===== src/rtl/pmem_arbiter_if.sv =====
// pmem_arbiter_if
//   Bundles the three sides of the physical-memory arbiter: the I-cache
//   request port (read only), the D-cache request port (read or write-back)
//   and the single physical-memory port.
//   Modports:
//     slave  - the arbiter: takes cache requests and memory responses,
//              drives the memory strobes/address/data and cache responses.
//     master - the surrounding environment (caches + memory).
interface pmem_arbiter_if #(
  parameter int ADDR_WIDTH = 32,
  parameter int LINE_WIDTH = 256
) ();
  // I-cache side
  logic                  i_pmem_read;
  logic [ADDR_WIDTH-1:0] i_pmem_address;
  logic [LINE_WIDTH-1:0] i_pmem_rdata;
  logic                  i_pmem_resp;
  // D-cache side
  logic                  d_pmem_read;
  logic                  d_pmem_write;
  logic [ADDR_WIDTH-1:0] d_pmem_address;
  logic [LINE_WIDTH-1:0] d_pmem_wdata;
  logic [LINE_WIDTH-1:0] d_pmem_rdata;
  logic                  d_pmem_resp;
  // Physical memory side
  logic                  pmem_read;
  logic                  pmem_write;
  logic [ADDR_WIDTH-1:0] pmem_address;
  logic [LINE_WIDTH-1:0] pmem_wdata;
  logic [LINE_WIDTH-1:0] pmem_rdata;
  logic                  pmem_resp;

  modport slave (
    input  i_pmem_read, i_pmem_address,
    input  d_pmem_read, d_pmem_write, d_pmem_address, d_pmem_wdata,
    input  pmem_rdata, pmem_resp,
    output i_pmem_rdata, i_pmem_resp,
    output d_pmem_rdata, d_pmem_resp,
    output pmem_read, pmem_write, pmem_address, pmem_wdata
  );

  modport master (
    output i_pmem_read, i_pmem_address,
    output d_pmem_read, d_pmem_write, d_pmem_address, d_pmem_wdata,
    output pmem_rdata, pmem_resp,
    input  i_pmem_rdata, i_pmem_resp,
    input  d_pmem_rdata, d_pmem_resp,
    input  pmem_read, pmem_write, pmem_address, pmem_wdata
  );
endinterface


===== src/rtl/pmem_arbiter.sv =====
// pmem_arbiter
//   Shares one physical-memory port between the I-cache and the D-cache.
//   One requester is granted at a time; its request is registered onto the
//   memory port and the memory response is routed back as a single-cycle
//   pulse to the granted cache only. Contended requests alternate using
//   last_d (which side completed most recently).
//   Ports:
//     clk   - rising-edge clock
//     rst_n - synchronous active-low reset
//     bus   - pmem_arbiter_if.slave: cache request/response ports and the
//             registered memory port
module pmem_arbiter #(
  parameter int ADDR_WIDTH = 32,
  parameter int LINE_WIDTH = 256
) (
  input  logic          clk,
  input  logic          rst_n,
  pmem_arbiter_if.slave bus
);

  typedef enum logic [1:0] {
    IDLE    = 2'd0,
    SERVE_I = 2'd1,
    SERVE_D = 2'd2
  } state_t;

  state_t                state_r;
  state_t                next_state_s;
  logic                  last_d_r;
  logic                  d_req_s;
  logic                  grant_i_s;
  logic                  grant_d_s;
  logic                  done_s;
  logic                  pmem_read_r;
  logic                  pmem_write_r;
  logic [ADDR_WIDTH-1:0] pmem_address_r;
  logic [LINE_WIDTH-1:0] pmem_wdata_r;

  // Grant decision: requests are only looked at in IDLE; on contention the
  // side that did not complete last wins.
  always_comb begin
    d_req_s   = bus.d_pmem_read | bus.d_pmem_write;
    grant_i_s = 1'b0;
    grant_d_s = 1'b0;
    if (state_r == IDLE) begin
      if (bus.i_pmem_read && d_req_s) begin
        grant_i_s = last_d_r;
        grant_d_s = ~last_d_r;
      end else begin
        grant_i_s = bus.i_pmem_read;
        grant_d_s = d_req_s;
      end
    end else begin
      grant_i_s = 1'b0;
      grant_d_s = 1'b0;
    end
  end

  // Next-state logic; done_s marks the cycle memory completes a grant.
  always_comb begin
    next_state_s = state_r;
    done_s       = 1'b0;
    case (state_r)
      IDLE: begin
        if (grant_i_s) begin
          next_state_s = SERVE_I;
        end else if (grant_d_s) begin
          next_state_s = SERVE_D;
        end else begin
          next_state_s = IDLE;
        end
      end
      SERVE_I, SERVE_D: begin
        if (bus.pmem_resp) begin
          next_state_s = IDLE;
          done_s       = 1'b1;
        end else begin
          next_state_s = state_r;
        end
      end
      default: begin
        next_state_s = IDLE;
      end
    endcase
  end

  // State register.
  always_ff @(posedge clk) begin
    if (!rst_n) begin
      state_r <= IDLE;
    end else begin
      state_r <= next_state_s;
    end
  end

  // Memory-port registers and fairness flag; frozen while a grant is in service.
  always_ff @(posedge clk) begin
    if (!rst_n) begin
      pmem_read_r    <= 1'b0;
      pmem_write_r   <= 1'b0;
      pmem_address_r <= {ADDR_WIDTH{1'b0}};
      pmem_wdata_r   <= {LINE_WIDTH{1'b0}};
      last_d_r       <= 1'b0;
    end else begin
      if (grant_i_s) begin
        pmem_read_r    <= 1'b1;
        pmem_write_r   <= 1'b0;
        pmem_address_r <= bus.i_pmem_address;
      end else if (grant_d_s) begin
        // A write request wins over a simultaneous read request.
        pmem_read_r    <= ~bus.d_pmem_write;
        pmem_write_r   <= bus.d_pmem_write;
        pmem_address_r <= bus.d_pmem_address;
        if (bus.d_pmem_write) begin
          pmem_wdata_r <= bus.d_pmem_wdata;
        end
      end else if (done_s) begin
        pmem_read_r  <= 1'b0;
        pmem_write_r <= 1'b0;
        last_d_r     <= (state_r == SERVE_D);
      end
    end
  end

  assign bus.pmem_read    = pmem_read_r;
  assign bus.pmem_write   = pmem_write_r;
  assign bus.pmem_address = pmem_address_r;
  assign bus.pmem_wdata   = pmem_wdata_r;

  // Read data goes to both caches; only the response pulse qualifies it.
  assign bus.i_pmem_rdata = bus.pmem_rdata;
  assign bus.d_pmem_rdata = bus.pmem_rdata;

  // Memory responses outside a grant (or during reset) are dropped.
  assign bus.i_pmem_resp = rst_n & bus.pmem_resp & (state_r == SERVE_I);
  assign bus.d_pmem_resp = rst_n & bus.pmem_resp & (state_r == SERVE_D);

endmodule

===== src/flat_wrapper.sv =====
// flat-port wrapper written by rule: the top's interface ports become plain ports
module pmem_arbiter_flat 
#(
  parameter int ADDR_WIDTH = 32,
  parameter int LINE_WIDTH = 256
)
  (clk, rst_n, bus_i_pmem_read, bus_i_pmem_address, bus_d_pmem_read, bus_d_pmem_write, bus_d_pmem_address, bus_d_pmem_wdata, bus_pmem_rdata, bus_pmem_resp, bus_i_pmem_rdata, bus_i_pmem_resp, bus_d_pmem_rdata, bus_d_pmem_resp, bus_pmem_read, bus_pmem_write, bus_pmem_address, bus_pmem_wdata);
  pmem_arbiter_if #(.ADDR_WIDTH(ADDR_WIDTH), .LINE_WIDTH(LINE_WIDTH)) bus_i ();
  input  logic clk;
  input  logic rst_n;
  input wire logic [$bits(bus_i.i_pmem_read)-1:0] bus_i_pmem_read;
  input wire logic [$bits(bus_i.i_pmem_address)-1:0] bus_i_pmem_address;
  input wire logic [$bits(bus_i.d_pmem_read)-1:0] bus_d_pmem_read;
  input wire logic [$bits(bus_i.d_pmem_write)-1:0] bus_d_pmem_write;
  input wire logic [$bits(bus_i.d_pmem_address)-1:0] bus_d_pmem_address;
  input wire logic [$bits(bus_i.d_pmem_wdata)-1:0] bus_d_pmem_wdata;
  input wire logic [$bits(bus_i.pmem_rdata)-1:0] bus_pmem_rdata;
  input wire logic [$bits(bus_i.pmem_resp)-1:0] bus_pmem_resp;
  output wire logic [$bits(bus_i.i_pmem_rdata)-1:0] bus_i_pmem_rdata;
  output wire logic [$bits(bus_i.i_pmem_resp)-1:0] bus_i_pmem_resp;
  output wire logic [$bits(bus_i.d_pmem_rdata)-1:0] bus_d_pmem_rdata;
  output wire logic [$bits(bus_i.d_pmem_resp)-1:0] bus_d_pmem_resp;
  output wire logic [$bits(bus_i.pmem_read)-1:0] bus_pmem_read;
  output wire logic [$bits(bus_i.pmem_write)-1:0] bus_pmem_write;
  output wire logic [$bits(bus_i.pmem_address)-1:0] bus_pmem_address;
  output wire logic [$bits(bus_i.pmem_wdata)-1:0] bus_pmem_wdata;
  assign bus_i.i_pmem_read = bus_i_pmem_read;
  assign bus_i.i_pmem_address = bus_i_pmem_address;
  assign bus_i.d_pmem_read = bus_d_pmem_read;
  assign bus_i.d_pmem_write = bus_d_pmem_write;
  assign bus_i.d_pmem_address = bus_d_pmem_address;
  assign bus_i.d_pmem_wdata = bus_d_pmem_wdata;
  assign bus_i.pmem_rdata = bus_pmem_rdata;
  assign bus_i.pmem_resp = bus_pmem_resp;
  assign bus_i_pmem_rdata = bus_i.i_pmem_rdata;
  assign bus_i_pmem_resp = bus_i.i_pmem_resp;
  assign bus_d_pmem_rdata = bus_i.d_pmem_rdata;
  assign bus_d_pmem_resp = bus_i.d_pmem_resp;
  assign bus_pmem_read = bus_i.pmem_read;
  assign bus_pmem_write = bus_i.pmem_write;
  assign bus_pmem_address = bus_i.pmem_address;
  assign bus_pmem_wdata = bus_i.pmem_wdata;
  pmem_arbiter #(.ADDR_WIDTH(ADDR_WIDTH), .LINE_WIDTH(LINE_WIDTH)) u_core (.clk(clk), .rst_n(rst_n), .bus(bus_i));
endmodule

===== config.mk =====
export PLATFORM = sky130hd
export DESIGN_NAME = pmem_arbiter_flat
export DESIGN_NICKNAME = d
export VERILOG_FILES = /design/src/rtl/pmem_arbiter_if.sv /design/src/rtl/pmem_arbiter.sv /design/src/flat_wrapper.sv
export SDC_FILE = /design/constraint.sdc
export NUM_CORES = 1
export LEC_CHECK = 0
export CORE_AREA = 2 2 541 543
export CTS_BUF_LIST = sky130_fd_sc_hd__clkbuf_8
export DETAILED_ROUTE_END_ITERATION = 7
export DIE_AREA = 0 0 543 545
export GPL_TIMING_DRIVEN = 0
export SETUP_SLACK_MARGIN = 0.15
export SLEW_MARGIN = 20
export SYNTH_ARGS = -nofsm -noshare
export SYNTH_HDL_FRONTEND = slang
export SYNTH_SLANG_ARGS = --single-unit

===== constraint.sdc =====
create_clock -name clk -period 4.3 [get_ports clk]
set_input_delay 1.075 -clock clk [delete_from_list [all_inputs] [get_ports clk]]
set_output_delay 1.075 -clock clk [all_outputs]
set_load 0.005 [all_outputs]

Word level (Yosys, flattened, before mapping):

Index checks and enable logic that the tools add are counted.

* reduce and logical (&&, ||, !) cells: 9
* equal/unequal tests: 3
* bitwise operators: 9
* muxes and demuxes: 16

Operator list (count)
* 32-bit two-way mux: 2
* 1-bit two-way mux: 10
* 2-bit two-way mux: 3
* 3-bit AND reduction: 2
* 1-bit NOT: 5
* 2-bit case mux with 2 select lines: 1
* 2-bit nonzero test: 2
* 2-bit OR reduction: 2
* 1-bit bitwise AND: 3
* 3-bit nonzero test: 1
* 2-bit by 1-bit equality test with 1-bit output, second input constant: 1
* 2-bit equality test, second input constant: 1
* 2-bit zero test: 1
* 2-bit inequality test, second input constant: 1
* 1-bit logical AND: 1
* 1-bit bitwise OR: 1

* output and inout port bits: 804
* flip-flop bits (word level): 293

Logic depth before layout (Yosys ltp):

Gate-level depths: netlist of the first run.

* depth in word-level cells: 7
* depth in mapped cells: 7
* gate-level depth less buffers: 5

Worst setup path after synthesis of the first run:

Ideal clock, no wire load.

* kind: in2out
* start point: input rst_n
* end point: output bus_i_pmem_resp
* path slack: 1.754 ns
* arrival time: 1.471 ns
* cell stages on the path: 2
* data required time: 3.225 ns
* cells stage by stage: clkbuf_1 > and3_1

* cells in the longest elaborated chain, start to end: 2

RTL lines
* from (decl): RTL line flat_wrapper.sv:10 `input logic rst_n;`
* 1-bit bitwise AND (2 in series): RTL line pmem_arbiter.sv:135 `assign bus.i_pmem_resp = rst_n & bus.pmem_resp & (state_r == SERVE_I);`
* to (decl): RTL line flat_wrapper.sv:20 `output wire logic [$bits(bus_i.i_pmem_resp)-1:0] bus_i_pmem_resp;`

Every way passes these cells.

Worst setup path after layout of the first run:

* start point: input rst_n
* end point: output bus_d_pmem_resp

* cells in the longest elaborated chain, start to end: 2

RTL lines
* 1-bit bitwise AND (2 in series): RTL line pmem_arbiter.sv:136 `assign bus.d_pmem_resp = rst_n & bus.pmem_resp & (state_r == SERVE_D);`
* to (decl): RTL line flat_wrapper.sv:22 `output wire logic [$bits(bus_i.d_pmem_resp)-1:0] bus_d_pmem_resp;`

Every way passes these cells.

==> results of run 1 <==
## per-stage QoR
stage,util [%],std cells,setup slack (ns),area (um2),setup TNS [ns]
floorplan,-,1905,1.75,15200,0
global placement,10.8,6932,-0.527,31400,-17.37
detailed placement,10.8,6935,-0.526,31500,-0.854
CTS,11.3,7047,0.223,32800,0
global route,11.3,7062,0.248,32800,0
finish,11.3,7086,0.494,32900,0
## where the power goes
group	switching (W)	internal, W
Clock	0.00164	0.00182
Combinational	0.00179	0.00156
Sequential	0.000138	0.00294
Total	0.00356	0.00632
## metal layers
layer / part of all wire (%) / up-vias / track usage (%)
li1: - / 8517 / -
met1: 37 / 9398 / 15.6
met2: 44 / 1526 / 22.4
met3: 17 / 239 / 10.4
met4: 2.3 / 42 / 3.22
met5: 0.12 / - / 0
## worst max-delay path, stage by stage
cell and delay, ns:
clkdlybuf4s50_1 0.59, clkbuf_4 0.31, and3_1 0.17, dlygate4sd2_1 0.55
## cell families after synthesis
family          after synthesis  synth area share, %
simple gates                302                 9.91
compound gates              623                 21.1
flops                       293                 38.5
fa+ha+maj                     3                0.247
buf+inv                     684                 30.2
## final cells by class
cell class / count / area [um2] / share of cell area (%)
Timing Repair Buffer: 1130 / 11400 / 34.5
Sequential cell: 293 / 5870 / 17.8
Tap cell: 3900 / 4880 / 14.8
Multi-Input combinational cell: 928 / 4760 / 14.5
Buffer: 678 / 4580 / 13.9
Clock buffer: 75 / 1030 / 3.14
Clock inverter: 37 / 295 / 0.898
Antenna cell: 39 / 97.6 / 0.297
Inverter: 6 / 22.5 / 0.0685
## flip-flops by register name (all words and copies together), names as in the netlist
signal                   flops
u_core.bus.pmem_address     32
u_core.bus.pmem_wdata      256
u_core.state_r               2
u_core.bus.pmem_write        1
u_core.last_d_r              1
u_core.bus.pmem_read         1
## placed cells by master, fill, tap and decap left out, types with 2 or more instances in the layout
cell | netlist | layout
clkdlybuf4s50_1 | 0 | 1125
buf_4 | 515 | 515
dfxtp_1 | 293 | 293
nand3_1 | 288 | 288
o21ai_0 | 263 | 261
a21oi_1 | 260 | 260
clkbuf_1 | 101 | 96
clkbuf_8 | 0 | 75
o21ai_1 | 58 | 60
buf_2 | 52 | 52
diode_2 | 0 | 39
a31oi_1 | 31 | 31
inv_1 | 4 | 18
clkinv_2 | 0 | 13
nand2_1 | 7 | 7
clkbuf_2 | 1 | 5
buf_1 | 5 | 5
buf_6 | 4 | 4
bufinv_16 | 0 | 4
ha_1 | 3 | 3
and3_1 | 2 | 2
inv_2 | 2 | 2
o32ai_1 | 2 | 2
or3_1 | 2 | 2
o31ai_1 | 2 | 2
clkinvlp_4 | 0 | 2
clkinv_4 | 0 | 2
buf_16 | 0 | 2
dlygate4sd2_1 | 0 | 2
## how the worst max path moves through the flow
stage               startpoint  cells past startpoint              end
floorplan                rst_n                      2  bus_i_pmem_resp
global placement         rst_n                      4  bus_d_pmem_resp
detailed placement       rst_n                      4  bus_d_pmem_resp
CTS                      rst_n                      4  bus_d_pmem_resp
global route             rst_n                      4  bus_d_pmem_resp
finish                   rst_n                      4  bus_d_pmem_resp
## what timing repair did
action / 4_1_cts / 5_1_grt
gates resized for setup: 4 / 0
setup buffers: 0 / 0
endpoints found under the setup margin: 2 / 0
==> results.yml, run 1 <==
outcome:
  status: "finished clean"
layout:
  syn_to_final_growth_pct: 116
  fill_cells: 33714
  nets: 3683
  drive_above_1_share_pct: 21.7
logic_synthesis:
  synth_cells: 1905
  ys_warn_count: 0
  postSynthNetCount: 2490
  ys_types: 30
  synthTopCellsByArea: "dfxtp_1, buf_4, nand3_1, o21ai_0, a21oi_1"
  ys_top_cells_by_count: "buf_4, dfxtp_1, nand3_1"
  synth-async-reset-ratio_pct: 0
  syn_area_um2: 15200
  synth_top_area_share_pct: 38.5
  synth_area_leader_cell: "dfxtp_1"
  ys_seq_area_share_pct: 38.5
  ys.flop_type: "dfxtp_1"
  synth-edff-count: 0
  syn_avg_cell_area_um2: 7.99
  synth_seq_cells: 293
  synth.most_common_cell: "buf_4"
routing:
  drtIter0Drc: 1784
  drtPass1Iterations: 6
  ant_nets: 0
  via_per_inst: 2.78
  drc: 0
  avgRoutedWirePerCell_um: 31.5
  drt-total-wl_um: 223000
  num_vias: 19722
min_path:
  min_path_type: "reg -> reg"
  holdPathEnd: "u_core.bus.pmem_write$_SDFFE_PP0P_"
  hp-start: "u_core.bus.pmem_write$_SDFFE_PP0P_"
  holdPathStages: 2
floorplanning:
  die_y_um: 545
  io_pins: 1386
  dieArea_um2: 296000
  start_util_pct: 5.25
  rows: 198
  coreArea_um2: 290000
  fp.dieW_um: 543
power_and_ir_drop:
  fin_total_pwr_w: 0.00988
  p_leak_nw: 11.5
  power.density_nw_per_um2: 300
  ir_drop_uv: 266
global_route:
  grt-ovfl-total: 0
  grt_max_degree: 17
  antenna_found_initial: 103
  gr-usage-all-layers_pct: 14.4
  grt_first_pass_wirelength_um: 259000
  grt_pass1_vias: 18492
timing:
  setup_viol: 0
  tightest_slew_ns: 0.875
  drv_slew: 0
  max_freq_ghz: 0.263
  holdWs_ns: 0.458
  period_minus_slack_ns: 3.81
  min_period_over_period_pct: 88.5
  maxSlewHeadroom_pct: 41.7
  hold_viol: 0
  finClkSkew_ns: 0.107
  rsz0062_at_grt: "false"
worst_setup_path:
  critical_path_arrival_ns: 2.73
  cp_max_fo: 10
  reg2reg_slack_ns: 1.28
  worstReg2RegEnd: "u_core.bus.pmem_wdata[197]$_SDFFE_PN0P_"
  worstSetupPathType: "in -> out"
  worst-endpoint-required_ns: 3.22
  r2r_cells: 7
  end_kind: "output pin"
  reg2reg_from: "u_core.state_r[1]$_SDFFE_PN0P_"
  startpoint_type: "input pin"
clock_network:
  ctsHoldBuffers: 0
  ctsLongestPathBuffers: 3
  clk_pin_slew_ns: 0.05
  clk-insertion-delay-late_ns: 0.88
  numCtsBuffers: 61
  cts_tree: "done"
  htreeDepth: 2
  cts_sinks: 293
  cts-root-buf: "clkbuf_8"
place:
  port_buffers: 1127
  place_congestion: 1.06
  post-dp-hpwl_um: 204000
flow_run:
  drv_cap: 0
(Power assumes the default switching activity.)
==> inputs of run 2 (changes only) <==
--- a/config.mk
+++ b/config.mk
@@ -7,6 +7,7 @@
 export LEC_CHECK = 0
 export CORE_AREA = 2 2 541 543
 export CTS_BUF_LIST = sky130_fd_sc_hd__clkbuf_8
+export CTS_CLUSTER_SIZE = 24
 export DETAILED_ROUTE_END_ITERATION = 7
 export DIE_AREA = 0 0 543 545
 export GPL_TIMING_DRIVEN = 0
==> results of run 2 <==
Final layout, timing and power as in run 1 (identical DEF).
